## src/rtl/tjrpu_wb_mailbox.sv

```systemverilog
// Wishbone slave mailbox between the management SoC and the tjrpu core.
// Two FWFT FIFOs (host-to-core, core-to-host), status, sticky error flags and a maskable IRQ.
module tjrpu_wb_mailbox #(
  parameter logic [31:0] BASE_ADDR  = 32'h3000_0000,
  parameter int unsigned DEPTH_LOG2 = 3
) (
  input  logic        wb_clk_i,
  input  logic        wb_rst_ni,
  input  logic        wbs_cyc_i,
  input  logic        wbs_stb_i,
  input  logic        wbs_we_i,
  input  logic [3:0]  wbs_sel_i,
  input  logic [31:0] wbs_adr_i,
  input  logic [31:0] wbs_dat_i,
  output logic        wbs_ack_o,
  output logic [31:0] wbs_dat_o,
  output logic [31:0] h2c_data_o,
  output logic        h2c_valid_o,
  input  logic        h2c_ready_i,
  input  logic [31:0] c2h_data_i,
  input  logic        c2h_valid_i,
  output logic        c2h_ready_o,
  output logic        irq_o
);

  localparam int unsigned DEPTH = 1 << DEPTH_LOG2;
  localparam int unsigned PW    = DEPTH_LOG2;
  localparam int unsigned CW    = DEPTH_LOG2 + 1;

  typedef enum logic [1:0] {
    REG_DATA     = 2'd0,
    REG_STATUS   = 2'd1,
    REG_IRQ_EN   = 2'd2,
    REG_IRQ_STAT = 2'd3
  } reg_e;

  logic [31:0]   h2c_mem [DEPTH];
  logic [31:0]   c2h_mem [DEPTH];
  logic [PW-1:0] h2c_wp, h2c_rp, c2h_wp, c2h_rp;
  logic [CW-1:0] h2c_cnt, c2h_cnt;
  logic [3:0]    irq_en;
  logic          ovf, unf;

  logic          req, wr, rd;
  reg_e          reg_sel;
  logic          h2c_full, h2c_empty, c2h_full, c2h_empty;
  logic          h2c_push_req, h2c_push, h2c_pop;
  logic          c2h_pop_req, c2h_pop, c2h_push;
  logic          ovf_set, unf_set, stat_wr;
  logic [3:0]    irq_stat_c;
  logic [31:0]   status_c;
  logic [31:0]   rd_data_c;
  logic          unused_adr;

  // Bus decode: one request per access, ack blocks back-to-back requests
  assign req       = wbs_cyc_i & wbs_stb_i & (wbs_adr_i[31:4] == BASE_ADDR[31:4]) & ~wbs_ack_o;
  assign wr        = req & wbs_we_i;
  assign rd        = req & ~wbs_we_i;
  assign reg_sel   = reg_e'(wbs_adr_i[3:2]);
  assign unused_adr = ^wbs_adr_i[1:0];

  assign h2c_full  = (h2c_cnt == CW'(DEPTH));
  assign h2c_empty = (h2c_cnt == '0);
  assign c2h_full  = (c2h_cnt == CW'(DEPTH));
  assign c2h_empty = (c2h_cnt == '0);

  assign h2c_valid_o = ~h2c_empty;
  assign h2c_data_o  = h2c_mem[h2c_rp];
  assign h2c_pop     = h2c_valid_o & h2c_ready_i;

  // A full FIFO still accepts a push when the other side pops in the same cycle
  assign h2c_push_req = wr & (reg_sel == REG_DATA) & (wbs_sel_i == 4'hF);
  assign h2c_push     = h2c_push_req & (~h2c_full | h2c_pop);
  assign ovf_set      = h2c_push_req & ~h2c_push;

  assign c2h_pop_req  = rd & (reg_sel == REG_DATA);
  assign c2h_pop      = c2h_pop_req & ~c2h_empty;
  assign unf_set      = c2h_pop_req & c2h_empty;
  assign c2h_ready_o  = ~c2h_full | c2h_pop;
  assign c2h_push     = c2h_valid_i & c2h_ready_o;

  assign stat_wr    = wr & (reg_sel == REG_IRQ_STAT);
  assign irq_stat_c = {unf, ovf, h2c_empty, ~c2h_empty};
  assign status_c   = {8'h00, 8'(c2h_cnt), 8'(h2c_cnt), 4'h0,
                       c2h_empty, c2h_full, h2c_empty, h2c_full};

  // Read data mux; an empty c2h pop reads as zero
  always_comb begin
    rd_data_c = '0;
    case (reg_sel)
      REG_DATA:     rd_data_c = c2h_empty ? 32'h0 : c2h_mem[c2h_rp];
      REG_STATUS:   rd_data_c = status_c;
      REG_IRQ_EN:   rd_data_c = {28'h0, irq_en};
      REG_IRQ_STAT: rd_data_c = {28'h0, irq_stat_c};
      default:      rd_data_c = '0;
    endcase
  end

  // FIFO storage carries no reset
  always_ff @(posedge wb_clk_i) begin
    if (h2c_push) h2c_mem[h2c_wp] <= wbs_dat_i;
    if (c2h_push) c2h_mem[c2h_wp] <= c2h_data_i;
  end

  always_ff @(posedge wb_clk_i or negedge wb_rst_ni) begin
    if (!wb_rst_ni) begin
      h2c_wp  <= '0;
      h2c_rp  <= '0;
      h2c_cnt <= '0;
    end else begin
      if (h2c_push) h2c_wp <= h2c_wp + PW'(1);
      if (h2c_pop)  h2c_rp <= h2c_rp + PW'(1);
      if (h2c_push && !h2c_pop)      h2c_cnt <= h2c_cnt + CW'(1);
      else if (!h2c_push && h2c_pop) h2c_cnt <= h2c_cnt - CW'(1);
    end
  end

  always_ff @(posedge wb_clk_i or negedge wb_rst_ni) begin
    if (!wb_rst_ni) begin
      c2h_wp  <= '0;
      c2h_rp  <= '0;
      c2h_cnt <= '0;
    end else begin
      if (c2h_push) c2h_wp <= c2h_wp + PW'(1);
      if (c2h_pop)  c2h_rp <= c2h_rp + PW'(1);
      if (c2h_push && !c2h_pop)      c2h_cnt <= c2h_cnt + CW'(1);
      else if (!c2h_push && c2h_pop) c2h_cnt <= c2h_cnt - CW'(1);
    end
  end

  // Bus response, control registers and interrupt; flag set beats W1C
  always_ff @(posedge wb_clk_i or negedge wb_rst_ni) begin
    if (!wb_rst_ni) begin
      wbs_ack_o <= 1'b0;
      wbs_dat_o <= '0;
      irq_en    <= '0;
      ovf       <= 1'b0;
      unf       <= 1'b0;
      irq_o     <= 1'b0;
    end else begin
      wbs_ack_o <= req;
      if (rd) wbs_dat_o <= rd_data_c;
      if (wr && reg_sel == REG_IRQ_EN && wbs_sel_i[0]) irq_en <= wbs_dat_i[3:0];
      ovf   <= ovf_set | (ovf & ~(stat_wr & wbs_dat_i[2]));
      unf   <= unf_set | (unf & ~(stat_wr & wbs_dat_i[3]));
      irq_o <= |(irq_stat_c & irq_en);
    end
  end

endmodule

```

## config.mk

```make
export PLATFORM = sky130hd
export DESIGN_NAME = tjrpu_wb_mailbox
export DESIGN_NICKNAME = d
export VERILOG_FILES = /design/src/rtl/tjrpu_wb_mailbox.sv
export SDC_FILE = /design/constraint.sdc
export NUM_CORES = 1
export LEC_CHECK = 0
export BUFFER_PORTS_ARGS = -buffer_cell sky130_fd_sc_hd__clkbuf_2
export CAP_MARGIN = 25
export CORE_ASPECT_RATIO = 0.9
export CORE_UTILIZATION = 50
export DETAILED_ROUTE_END_ITERATION = 8
export GPL_TIMING_DRIVEN = 0
export PLACE_DENSITY = 0.68
export SYNTH_ARGS = -nofsm -noshare
export SYNTH_HDL_FRONTEND = slang
export SYNTH_SLANG_ARGS = --single-unit
```

## constraint.sdc

```tcl
create_clock -name wb_clk_i -period 6.5 [get_ports wb_clk_i]
set_clock_uncertainty 0.05 [all_clocks]
set_input_delay 0.65 -clock wb_clk_i [delete_from_list [all_inputs] [get_ports wb_clk_i]]
set_output_delay 0.65 -clock wb_clk_i [all_outputs]
set_load 0.01 [all_outputs]
```

[After elaboration in Yosys (flattened, before gate mapping)]
Memory sizes are Yosys's and may differ from the RTL's.
Index checks and enable logic that the tools add are counted.
Storage, ports and cells
  memories kept: 2
  word-level logic and storage cells: 88
  register bits after elaboration: 60
  input port bits: 107
  RAM bits: 512
Operators by class
  bitwise gates (word level): 33
  reduce and logical (&&, ||, !) cells: 16
  add/sub/neg operators: 8
  mux-type cells: 10
  equal/unequal tests: 7
Memories
  c2h_mem: words 8, width 32, read ports 1, clocked after memory_dff 0, write ports 1, line 38  | logic [31:0] c2h_mem [DEPTH];
  h2c_mem: words 8, width 32, read ports 1, clocked after memory_dff 0, write ports 1, line 37  | logic [31:0] h2c_mem [DEPTH];
Operators by type and width (count)
  case mux 32 bit (4 select lines): 1
  two-way mux 32 bit: 1
  == test 28 x 26 -> 1 bit, second input constant: 1
  bitwise AND 1 bit: 19
  two-way mux 4 bit: 4
  adder 3 x 1 -> 3 bit, second input constant: 4
  == test 4 bit, second input constant: 3
  inverter 1 bit: 9
  adder 4 x 1 -> 4 bit, second input constant: 2
  zero test 4 bit: 2
  subtractor 4 x 1 -> 4 bit, second input constant: 2
  logical AND 1 bit: 6
  bitwise AND 4 bit: 1
  == test 2 bit, second input constant: 2
  zero test 1 bit: 4
  two-way mux 1 bit: 4
  bitwise OR 1 bit: 4
  nonzero test 2 bit: 2
  OR reduction 4 bit: 1
  == test 2 x 1 -> 1 bit, second input constant: 1
  zero test 2 bit: 1

[Depth between registers and ports, before layout]
  word-level depth: 12
  mapped depth: 13

[Worst setup path before layout]
Ideal clock, no wire load.
  kind: input to register
  start point: input wbs_adr_i[21]
  end point: memory h2c_mem[0][0] (enable)
  required time: 5.949 ns
  arrival: 5.026 ns
  cell stages on the path: 5
  path slack: 0.922 ns
  path through: nor4_2 -> nand4_1 -> or4_1 -> buf_2 -> nor4_1
On the way
  cells in the longest elaborated chain, start to end: 9
Ends and longest elaborated chain
  start: declaration: line 13  | input logic [31:0] wbs_adr_i,
  == test 28 x 26 -> 1 bit: line 56  | assign req = wbs_cyc_i & wbs_stb_i & (wbs_adr_i[31:4] == BASE_ADDR[31:4]) & ~wbs_ack_o;
  bitwise AND 1 bit (2 in a row): line 56
  bitwise AND 1 bit: line 57  | assign wr = req & wbs_we_i;
  bitwise AND 1 bit (2 in a row): line 72  | assign h2c_push_req = wr & (reg_sel == REG_DATA) & (wbs_sel_i == 4'hF);
  bitwise AND 1 bit: line 73  | assign h2c_push = h2c_push_req & (~h2c_full | h2c_pop);
  two-way mux 1 bit: line 101  | if (h2c_push) h2c_mem[h2c_wp] <= wbs_dat_i;
  two-way mux 1 bit (implied by the code): line 101
  end: declaration: line 37
Every way passes these cells.

[Worst setup path after layout]
  start point: register c2h_cnt[1]
  end point: register c2h_cnt[3]
On the way
  cells in the longest elaborated chain, start to end: 8
  elaborated cells between the ends (all ways): 16
  classes of those cells: add/sub: 2; eq/ne: 1; mux: 2; bitwise: 5; reduce/logical: 6
Ends and longest elaborated chain
  start: declaration: line 40  | logic [CW-1:0] h2c_cnt, c2h_cnt;
  start signal: assignment: line 126  | if (c2h_push && !c2h_pop) c2h_cnt <= c2h_cnt + CW'(1);
  start signal: assignment: line 127  | else if (!c2h_push && c2h_pop) c2h_cnt <= c2h_cnt - CW'(1);
  zero test 4 bit: line 65  | assign c2h_empty = (c2h_cnt == '0);
  inverter 1 bit: line 77  | assign c2h_pop = c2h_pop_req & ~c2h_empty;
  bitwise AND 1 bit: line 77
  bitwise OR 1 bit (*): line 79  | assign c2h_ready_o = ~c2h_full | c2h_pop;
  bitwise AND 1 bit (*): line 80  | assign c2h_push = c2h_valid_i & c2h_ready_o;
  named net c2h_push: line 48  | logic c2h_pop_req, c2h_pop, c2h_push;
  zero test 1 bit: line 127
  logical AND 1 bit: line 127
  nonzero test 2 bit (no source line)
Mark *: on every way through the listed nets, which the timed path passes. The rest lies on a longest branch. The select of a mux whose other input is x is not followed.
A chain may end at the register's enable or synchronous reset.

==> flow_summary.json <==
{
  "grt_overflow": 0,
  "grt_pass1_wl_um": 71200,
  "final_max_slew_viol_count": 0,
  "r2r_slack_ns": 2.60,
  "die_y_um": 202,
  "fin_setup_tns_ns": 0,
  "syn_area_um2": 22300,
  "synth_nets": 1152,
  "endpoint_kind": "flop",
  "antenna_left": 0,
  "clkLatencyLatePin_ns": 0.59,
  "fin_nets": 1432,
  "numPortBuffers": 172,
  "clkTransAtPathRegs_ns": 0.06,
  "via_count": 11200,
  "wl_um": 46400,
  "die_area_um2": 45400,
  "syn2layout_area_growth_pct": 18.8,
  "cts_tree": "done",
  "viasPerCell": 5.72,
  "peakVddDrop_v": 0.000227,
  "synth_async_sr_flop_share_pct": 10.5,
  "cts_setup_buffers": 0,
  "finalCritPeriodShare_pct": 60.0,
  "antenna_found_initial": 4,
  "dr.pass1.iters": 5,
  "yosys_warnings": 0,
  "grt_pass1_vias": 11600,
  "synth_edf_count": 512,
  "drc": 0,
  "slew_headroom_pct": 30.9,
  "final_util_pct": 60.0,
  "hold_path.class": "in -> reg",
  "syn_avg_cell_area_um2": 21.6,
  "cts.sinks": 572,
  "track_usage_pct": 21.1,
  "cts_resized": 0,
  "critPathLaunchType": "flop",
  "crit_type": "reg -> reg",
  "gp_congestion": 0.776,
  "core-area_um2": 44100,
  "finalHoldViolCount": 0,
  "synth_cell_type_count": 57,
  "ctsLongestPathBuffers": 3,
  "final-setup-viol-count": 0,
  "p_per_area_nw_per_um2": 304,
  "r2r.worst_path.cells": 11,
  "whs_ns": 0.279,
  "synth_flop_cell": "edfxtp_1",
  "ys_ff_latch": 572,
  "synth_cells": 1033,
  "first_iter_violations": 987,
  "hold_depth": 1,
  "synthTopCellsByArea": "edfxtp_1 69%, mux4_2 13%, dfrtp_1 6.7%",
  "numCtsBuffers": 54,
  "ys_top_cells_by_count": "512 x edfxtp_1, 128 x mux4_2, 63 x mux2_2, 60 x dfrtp_1, 37 x clkbuf_1",
  "seq_area_frac_synth_pct": 75.7,
  "placementRows": 73,
  "start_util_pct": 50.5,
  "arrival_ns": 4.37,
  "synth_top_area_cell": "edfxtp_1",
  "required_ns": 6.97,
  "hpwl_um": 31300,
  "die_w_um": 225,
  "rsz0062_at_grt": "no",
  "grt_max_degree": 55,
  "wire_per_inst_um": 23.7,
  "yosysTopAreaCellShare_pct": 69.0,
  "io_pins": 175,
  "synthMostInstantiatedCell": "edfxtp_1",
  "fmax_mhz": 256,
  "root_buffer": "clkbuf_16",
  "period_needed_ns": 3.90,
  "worst_pin_slew_ns": 1.02,
  "cp_max_fo": 9,
  "max_cap_violations": 0,
  "p_leak_nw": 8.96,
  "ctsHtreeMaxLevel": 2,
  "drive_above_1_share_pct": 39.4,
  "status": "finished, final reports clean"
}
==> where the power goes <==
part / total [mW] / internal (mW) / leakage [nW] / switching (mW)
logic: 0.587 / 0.220 / 2.67 / 0.366
clock network: 3.12 / 1.82 / 0.848 / 1.30
registers: 4.34 / 4.26 / 5.44 / 0.0832
total: 8.05 / 6.30 / 8.96 / 1.75
==> per-layer routing <==
metal | vias to the layer above | wire length (um) | GRT usage (%)
met5 | - | 17 | 0
met4 | 2 | 1100 | 6.63
met3 | 68 | 2780 | 4.01
met2 | 315 | 23100 | 34.1
met1 | 5899 | 19500 | 29.3
li1 | 4907 | - | -
==> area by class of cell <==
type,instances,area (um^2)
Multi-Input combinational cell,392,5290
Buffer,58,243
Clock inverter,21,234
Tap cell,600,751
Fill cell,3141,17600
Inverter,11,41.3
Sequential cell,572,16900
Timing Repair Buffer,224,1530
Antenna cell,3,7.51
Clock buffer,76,1520
==> final timing paths <==
kind / startpoint / endpoint
setup / recovery: c2h_cnt[1] / c2h_cnt[3]
hold / removal: c2h_data_i[18] / c2h_mem[0][18]
setup reg to reg: c2h_cnt[1] / c2h_cnt[3]
hold reg to reg: c2h_rp[2] / c2h_rp[2]
max in group asynchronous: wb_rst_ni / wbs_dat_o[22]
min in group asynchronous: wb_rst_ni / wbs_dat_o[5]
==> flip-flops by register name, summed over array words and instances, names as in the netlist <==
| name | count |
|---|---|
| c2h_mem | 256 |
| h2c_mem | 256 |
| wbs_dat_o | 32 |
| c2h_cnt | 4 |
| h2c_cnt | 4 |
| irq_en | 4 |
| c2h_rp | 3 |
| c2h_wp | 3 |
| h2c_rp | 3 |
| h2c_wp | 3 |
| irq_o | 1 |
| ovf | 1 |
| unf | 1 |
| wbs_ack_o | 1 |
==> logic make-up after synthesis <==
| group | share of synthesized area, % |
|---|---|
| flops | 75.7 |
| mux | 16.3 |
| compound gates | 3.02 |
| simple gates | 2.55 |
| buf+inv | 1.27 |
| xor+xnor | 0.471 |
| fa+ha+maj | 0.741 |
==> critical path, cell delays in order (launching register included) <==
cell      delay (ns)
dfrtp_1         0.47
nor4b_1         0.92
nand2b_1        0.20
clkbuf_1        0.71
nand2_1         0.13
ha_1            0.24
inv_1           0.12
ha_1            0.24
a21o_1          0.17
a21oi_1         0.19
mux2i_1         0.25
xnor2_1         0.13
==> stage by stage <==
step	power (mW)	std cells	setup slack [ns]	cell area (um^2)
finish	8.05	1957	2.60	26500
global route	8.31	1954	2.21	26500
CTS	8.12	1953	2.62	26500
detailed placement	5.01	1855	2.49	24700
global placement	4.91	1805	-2.50	23900
floorplan	4.68	1033	0.922	22300
==> timing repair <==
item	CTS	global route
setup endpoints to repair	0	0
hold buffers	1	0
endpoints found under the hold margin	6	0
==> cells in the final DEF (no fill, tap or decap), types with 7 or more instances in the layout <==
master | synthesis | routed
buf_2 | 17 | 17
xnor2_1 | 11 | 11
buf_8 | 0 | 14
mux2_2 | 63 | 63
clkinv_1 | 0 | 7
buf_4 | 1 | 11
a22oi_1 | 14 | 14
edfxtp_1 | 512 | 512
nand2_1 | 19 | 19
nor2_1 | 12 | 12
clkbuf_2 | 0 | 171
clkbuf_16 | 0 | 56
ha_1 | 10 | 10
clkbuf_1 | 37 | 53
a22o_1 | 20 | 20
a31oi_1 | 22 | 22
inv_1 | 11 | 11
mux4_2 | 128 | 128
dfrtp_1 | 60 | 60
buf_6 | 0 | 23
nor4_2 | 8 | 10
Power figures use the tool's default switching activity.
